## src/rtl/bcd_counter_multi.sv

```systemverilog
// Multi-decade BCD up/down counter with validated parallel load and registered wrap/error pulses.
// Optional macro BCD_COUNTER_SATURATE_EN: hold at the terminal value and pulse carry_out instead of wrapping.
module bcd_counter_multi #(
  parameter int DIGITS = 4
) (
  input  logic                  clk,
  input  logic                  reset,
  input  logic                  enable,
  input  logic                  up_dn,
  input  logic                  load,
  input  logic [4*DIGITS-1:0]   load_val,
  output logic [4*DIGITS-1:0]   Q,
  output logic                  done,
  output logic                  carry_out,
  output logic                  load_err
);

  logic [4*DIGITS-1:0] r_q;
  logic                r_carry;
  logic                r_err;

  logic [4*DIGITS-1:0] w_next;
  logic                w_chain;
  logic [3:0]          w_dig;
  logic                w_load_ok;

  function automatic logic all_digits_eq(input logic [4*DIGITS-1:0] v, input logic [3:0] d);
    logic eq;
    eq = 1'b1;
    for (int i = 0; i < DIGITS; i++) begin
      eq = eq & (v[4*i +: 4] == d);
    end
    return eq;
  endfunction

  function automatic logic is_bcd(input logic [4*DIGITS-1:0] v);
    logic ok;
    ok = 1'b1;
    for (int i = 0; i < DIGITS; i++) begin
      ok = ok & (v[4*i +: 4] <= 4'd9);
    end
    return ok;
  endfunction

  assign done      = up_dn ? all_digits_eq(r_q, 4'd9) : all_digits_eq(r_q, 4'd0);
  assign w_load_ok = is_bcd(load_val);

  // A decade steps only while every lower decade sits at its rollover digit.
  always_comb begin
    w_next  = r_q;
    w_chain = 1'b1;
    w_dig   = 4'd0;
    for (int i = 0; i < DIGITS; i++) begin
      w_dig = r_q[4*i +: 4];
      if (w_chain) begin
        if (up_dn) w_next[4*i +: 4] = (w_dig == 4'd9) ? 4'd0 : 4'(w_dig + 4'd1);
        else       w_next[4*i +: 4] = (w_dig == 4'd0) ? 4'd9 : 4'(w_dig - 4'd1);
      end
      w_chain = w_chain & (up_dn ? (w_dig == 4'd9) : (w_dig == 4'd0));
    end
  end

  always_ff @(posedge clk) begin
    if (reset) begin
      r_q     <= '0;
      r_carry <= 1'b0;
      r_err   <= 1'b0;
    end else begin
      r_carry <= 1'b0;
      r_err   <= 1'b0;
      if (load) begin
        if (w_load_ok) r_q   <= load_val;
        else           r_err <= 1'b1;
      end else if (enable) begin
`ifdef BCD_COUNTER_SATURATE_EN
        if (done) r_carry <= 1'b1;
        else      r_q     <= w_next;
`else
        r_q     <= w_next;
        r_carry <= done;
`endif
      end
    end
  end

  assign Q         = r_q;
  assign carry_out = r_carry;
  assign load_err  = r_err;

endmodule
```

## config.mk

```make
export PLATFORM = sky130hd
export DESIGN_NAME = bcd_counter_multi
export DESIGN_NICKNAME = d
export VERILOG_FILES = /design/src/rtl/bcd_counter_multi.sv
export SDC_FILE = /design/constraint.sdc
export NUM_CORES = 1
export LEC_CHECK = 0
export BUFFER_PORTS_ARGS = -buffer_cell sky130_fd_sc_hd__buf_2
export CORE_MARGIN = 2
export CORE_UTILIZATION = 50
export CTS_BUF_LIST = sky130_fd_sc_hd__clkbuf_8
export CTS_CLUSTER_DIAMETER = 80
export DETAILED_ROUTE_END_ITERATION = 10
export PLACE_DENSITY = 0.76
export SYNTH_ARGS = -nofsm -noshare
export SYNTH_HDL_FRONTEND = slang
export SYNTH_SLANG_ARGS = --single-unit
```

## constraint.sdc

```tcl
create_clock -name clk -period 1.9 [get_ports clk]
set_clock_uncertainty 0.15 [all_clocks]
set_input_delay 0.095 -clock clk [delete_from_list [all_inputs] [get_ports clk]]
set_output_delay 0.095 -clock clk [all_outputs]
set_load 0.05 [all_outputs]
```

# == Word level (Yosys, flattened, before mapping) ==
# Cells that the tools add are included.
# classes
n_addsub,8
order_cmp,4
n_eq_ne,5
muxes,23
bitwise_logic,13
reduce_logical,14
# ops
operator,count
$mux 4,15
$mux 16,3
$add 4x1->4 const B,4
$eq 4x4->1 const B,4
$le 4x4->1 const B,4
$logic_not 4->1,4
$sub 4x1->4 const B,4
$and 1x1->1,11
$reduce_and 3->1,3
$reduce_bool 2->1,4
$mux 1,5
$reduce_or 3->1,1
$ne 2x1->1 const B,1
$not 1->1,2
$reduce_and 2->1,1
$reduce_or 2->1,1
# word_totals
ff_bits,18
input_bits,21
output_inout_bits,19
elab_cells,73

# == Depth between registers and ports, before layout ==
# logic_depth
word_depth,7
mapped_depth,7
ltp_nobuf,5

# == Least setup slack after synthesis ==
# OpenSTA, ideal clock, no wires.
# synth_timing
path_type,register to register
startpoint,"register r_q[4], in the netlist Q[4]"
endpoint,"register r_carry, in the netlist carry_out"
setup_time_ns,0.082
t_arrival_ns,3.215
required_time_ns,1.668
slack_ns,-1.547
stages_incl_launch_ff,7
path_buffers,1
synth_period_minus_slack_ns,3.447
cell_sequence,dfxtp_1 clkbuf_1 nand4_1 nor3_1 a21oi_1 nor4_1 nor3b_1
# synth_between
elab_chain_cells,5
word_cells_on_any_way,9
classes_between,eq/ne: 1; mux: 1; bitwise: 6; reduce/logical: 1
# synth_lines
element,line_no,rtl
from (decl),18,logic [4*DIGITS-1:0] r_q;
from (signal assigned),72,if (w_load_ok) r_q <= load_val;
from (signal assigned),79,r_q <= w_next;
$eq 4x4->1 or $logic_not 4->1 (tied branches),31,eq = eq & (v[4*i +: 4] == d);
$and 1x1->1 (3 in series),31,
$mux 1 *,45,"assign done = up_dn ? all_digits_eq(r_q, 4'd9) : all_digits_eq(r_q, 4'd0);"
net done,13,"output logic done,"
to (signal assigned),80,r_carry <= done;
to (decl),19,logic r_carry;
# The timed path passes the listed nets; every way through them passes the cells marked *.
# A chain may end at the register's enable or synchronous reset.

# == Worst setup path after layout ==
# layout_timing
startpoint,"register r_q[5], in the netlist Q[5]"
endpoint,"register r_q[12], in the netlist Q[12]"
# layout_between
elab_chain_cells,6
word_cells_on_any_way,7
classes_between,eq/ne: 1; mux: 1; bitwise: 2; reduce/logical: 3
# layout_lines
element,line_no,rtl
$eq 4x4->1 or $logic_not 4->1 (tied branches),59,w_chain = w_chain & (up_dn ? (w_dig == 4'd9) : (w_dig == 4'd0));
$mux 1 *,59,
$and 1x1->1 * (2 in series),59,
$reduce_bool 2->1 (no line) *,--,
$reduce_and 3->1 (no line) *,--,
# Mark *: on every way between the ends. The rest lies on a longest branch, timed or not.

==> implementation parameters <==
Parameter                              Value

Timing
  Max-slew violations    0
  F_max    0.5041 GHz
  Number of failing hold endpoints at the final stage    0
  RSZ-0062 raised after global routing    yes
  Post-route fraction of the period consumed by the critical path    104.4%
  Minimum period implied by the final worst setup slack    1.984 ns
  Worst Max-Slew Pin Slew    0.3782 ns
  Relative slew margins    around 75%
  Smallest setup slack after layout    -0.08371 ns
  Final setup violation count    7

Worst setup path
  Critical Path Sink Type    flip-flop
  Worst path buffer plus inverter count    1
  Worst-path cell chain    or4_4 -> a2111o_1 -> o22ai_4 -> buf_4 -> nand3_1 -> a21oi_1
  Critical path depth in cells    6
  Sort of element at the start of the critical path    flip-flop
  Worst endpoint required time    1.94 ns
  Top Family by Delay on Critical Path    compound AO/OA/AOI/OAI gates
  Crit Path Max Fanout    5
  Largest stage delay on the critical path    0.55 ns
  CP max stage cell    sky130_fd_sc_hd__or4_4
  R2R cell count    6
  Data arrival time of the worst path    2.02 ns
  Classification of the worst setup path    flip-flop to flip-flop

Floorplan
  Core Box Area    0.003103 mm^2
  I/O Pins    40
  Row cnt    20
  Die Width    61.71 um
  Die footprint    0.003808 mm^2
  Vert. Die Dim    61.71 um
  Starting Density    53.67%

Yosys
  Top_reg_cell synth    sky130_fd_sc_hd__dfxtp_1
  Biggest area consumer among synthesized cells    sky130_fd_sc_hd__dfxtp_1
  Register area share after synthesis    21.64%
  Leading cell type by number of instances after synthesis    sky130_fd_sc_hd__nor2_1
  Number of warning messages in the yosys log    0
  Asr flop ratio synth    0%
  Netlist cell types    62
  Top cells by area in the synthesized netlist    sky130_fd_sc_hd__dfxtp_1, sky130_fd_sc_hd__mux2i_1, sky130_fd_sc_hd__nor2_1
  Number of register bits inferred by synthesis    18
  Post-synthesis average cell area    about 7.8 um^2
  Share of the synthesized area in the top cell type    21.64%
  Cells after Synth    214
  Top cells by instance count after synthesis    sky130_fd_sc_hd__nor2_1, sky130_fd_sc_hd__dfxtp_1, sky130_fd_sc_hd__o21ai_0
  Netlist Area Pre-Place    0.001665 mm^2
  Post-Synthesis Net Count    about 240
  Number of synthesized flops with an enable pin    0

Cells and area
  Number of standard cells in the final layout excluding fillers    between 300 and 400
  Growth of design area from synthesis to finish    33.58%
  Layout cell share with drive strength beyond 1    38.66%
  Nets@finish    about 290
  Fill cell instance count of the final layout    ~280
  Final core area utilization    71.69%
  Number of diodes added for antenna fixing    0

Placement
  Port Buf Inserts    39
  Placer Congestion    0.8138
  Half-perimeter wire length after detailed placement    between 3000 and 4000 um
  Setup slack after placement    -0.07231 ns
  Placed insts    a little under 300

Clocking
  Clock Pin Slew Worst Setup and Hold Paths    0.07 ns
  Number of buffers added by the clock tree synthesis step    3
  Clock tree from TritonCTS    done
  Maximum number of buffers from clock root to sink    2
  Max H-tree Level    1
  Insertion delay of the later-clocked pin in the worst-skew pair    0.26 ns
  Clock tree root driver cell    sky130_fd_sc_hd__clkbuf_8
  Clk sink count    18

Route
  WL met2    2207 um
  Antenna-violating nets left    0
  Number of DRC markers after the initial detailed-route iteration    ~150
  Vias per Instance    roughly 5.8
  Met3 layer wire length in the routed design    158 um
  Number of optimization iterations in the first detailed-route pass    4
  Vias post-DR    1,800
  DR top layer    met4
  Routed metal-1 wire length    2067 um
  Routed length per placed instance    14.35 um
  Total wire length after detailed routing    4490 um
  DRC violations left    0

Flow run
  Number of max-cap violations    0

Status
  Violated checks    setup timing
  Status    finished, violations left

Global route
  Maximum number of pins on one net before global-route repair    27
  Global-route wire length before repair    7017 um
  Total routing usage reported by global routing    24.66%
  Initial antenna violation count    0
  Overflow left after global routing    0
  Number of global-route vias before repair    around 1,500

Hold path
  Depth of the worst hold-timing path    3
  Min-delay worst type    primary input to flip-flop

Pwr
  Static leakage power    ~0.91 nW
  Power density over cell area    approximately 580 mW/mm^2
  Largest voltage drop on the vdd net    0.5247 mV
## cell usage in the layout, fill, tap and decap left out, types with 6 or more instances in the layout
cell type / instances
sky130_fd_sc_hd__nor2_1: 20
sky130_fd_sc_hd__inv_1: 10
sky130_fd_sc_hd__dfxtp_2: 10
sky130_fd_sc_hd__mux2i_1: 9
sky130_fd_sc_hd__buf_6: 6
sky130_fd_sc_hd__o21ai_1: 7
sky130_fd_sc_hd__nor2b_1: 7
sky130_fd_sc_hd__buf_2: 38
sky130_fd_sc_hd__nand2_1: 8
sky130_fd_sc_hd__a21oi_1: 7
sky130_fd_sc_hd__nand3_1: 6
sky130_fd_sc_hd__buf_4: 24
sky130_fd_sc_hd__nor3_1: 7
sky130_fd_sc_hd__o21ai_0: 12
## kinds of logic (layout without fill, tap and decap cells)
family                 Yosys count  after routing  share of synthesized area (%)
buffers and inverters           31             86                          10.52
XOR/XNOR                         8              8                          4.207
flip-flops                      18             18                          21.64
AO/OA/AOI/OAI                   64             64                          29.15
AND/OR/NAND/NOR                 84             84                          29.08
multiplexers                     9              9                          5.410
## per-stage QoR
step                 power, W  setup TNS [ns]  hold WS [ns]  area (um^2)
floorplan           0.0008156          -1.210        0.1011         1725
global placement    0.0009355         -0.3761        0.2147         1996
detailed placement  0.0009435         -0.4307        0.2121         1996
CTS                  0.001255         -0.4343       0.03185         2171
global route         0.001353          -1.134       0.05946         2225
finish               0.001280         -0.4693       0.03018         2225
## path summary, 6_finish.rpt
path              endpoint  slack (ns)   startpoint
setup / recovery     Q[12]       -0.08         Q[5]
hold / removal        Q[0]        0.03  load_val[0]
setup reg to reg     Q[12]       -0.08         Q[5]
hold reg to reg      Q[15]        0.47        Q[15]
## power by group
part	leakage, nW	internal (W)	switching, W
sequential	0.153	0.000404	0.0000332
clock	0.0269	0.000144	0.000135
combinational	0.733	0.000239	0.000325
## timing repair
action / in CTS / in global routing
buffers inserted: 4 / 2
pin swaps: 9 / 6
cloned: 0 / 0
gates resized for setup: 11 / 5
setup endpoints to repair: 12 / 12
hold buffers: 5 / 0
endpoints found under the hold margin: 5 / 0
## area by class of cell
cell class                 count  area [um^2]  share of cell area (%)
multi-input combinational    165         1219                   54.78
timing repair buffer          73        488.0                   21.93
sequential                    18        384.1                   17.27
tap                           44        55.05                   2.475
clock buffer                   3        41.29                   1.856
inverter                       9        33.78                   1.519
clock inverter                 1        3.754                  0.1687
## worst min-delay path, delay by kind of cell
kind / cells / cell delay, ns
AO/OA/AOI/OAI: 2 / 0.20
buffers and inverters: 1 / 0.11
## sequential cells by signal, indices dropped and copies added, names as in the netlist
signal,cells
Q,16
carry_out,1
load_err,1
## layer usage
metal	track usage [%]	up-vias
met3	4.348	6
met1	32.48	849
met4	5.471	0
li1	-	904
met2	42.26	41
met5	0	-
No activity file was read; power rests on OpenSTA's default activity.
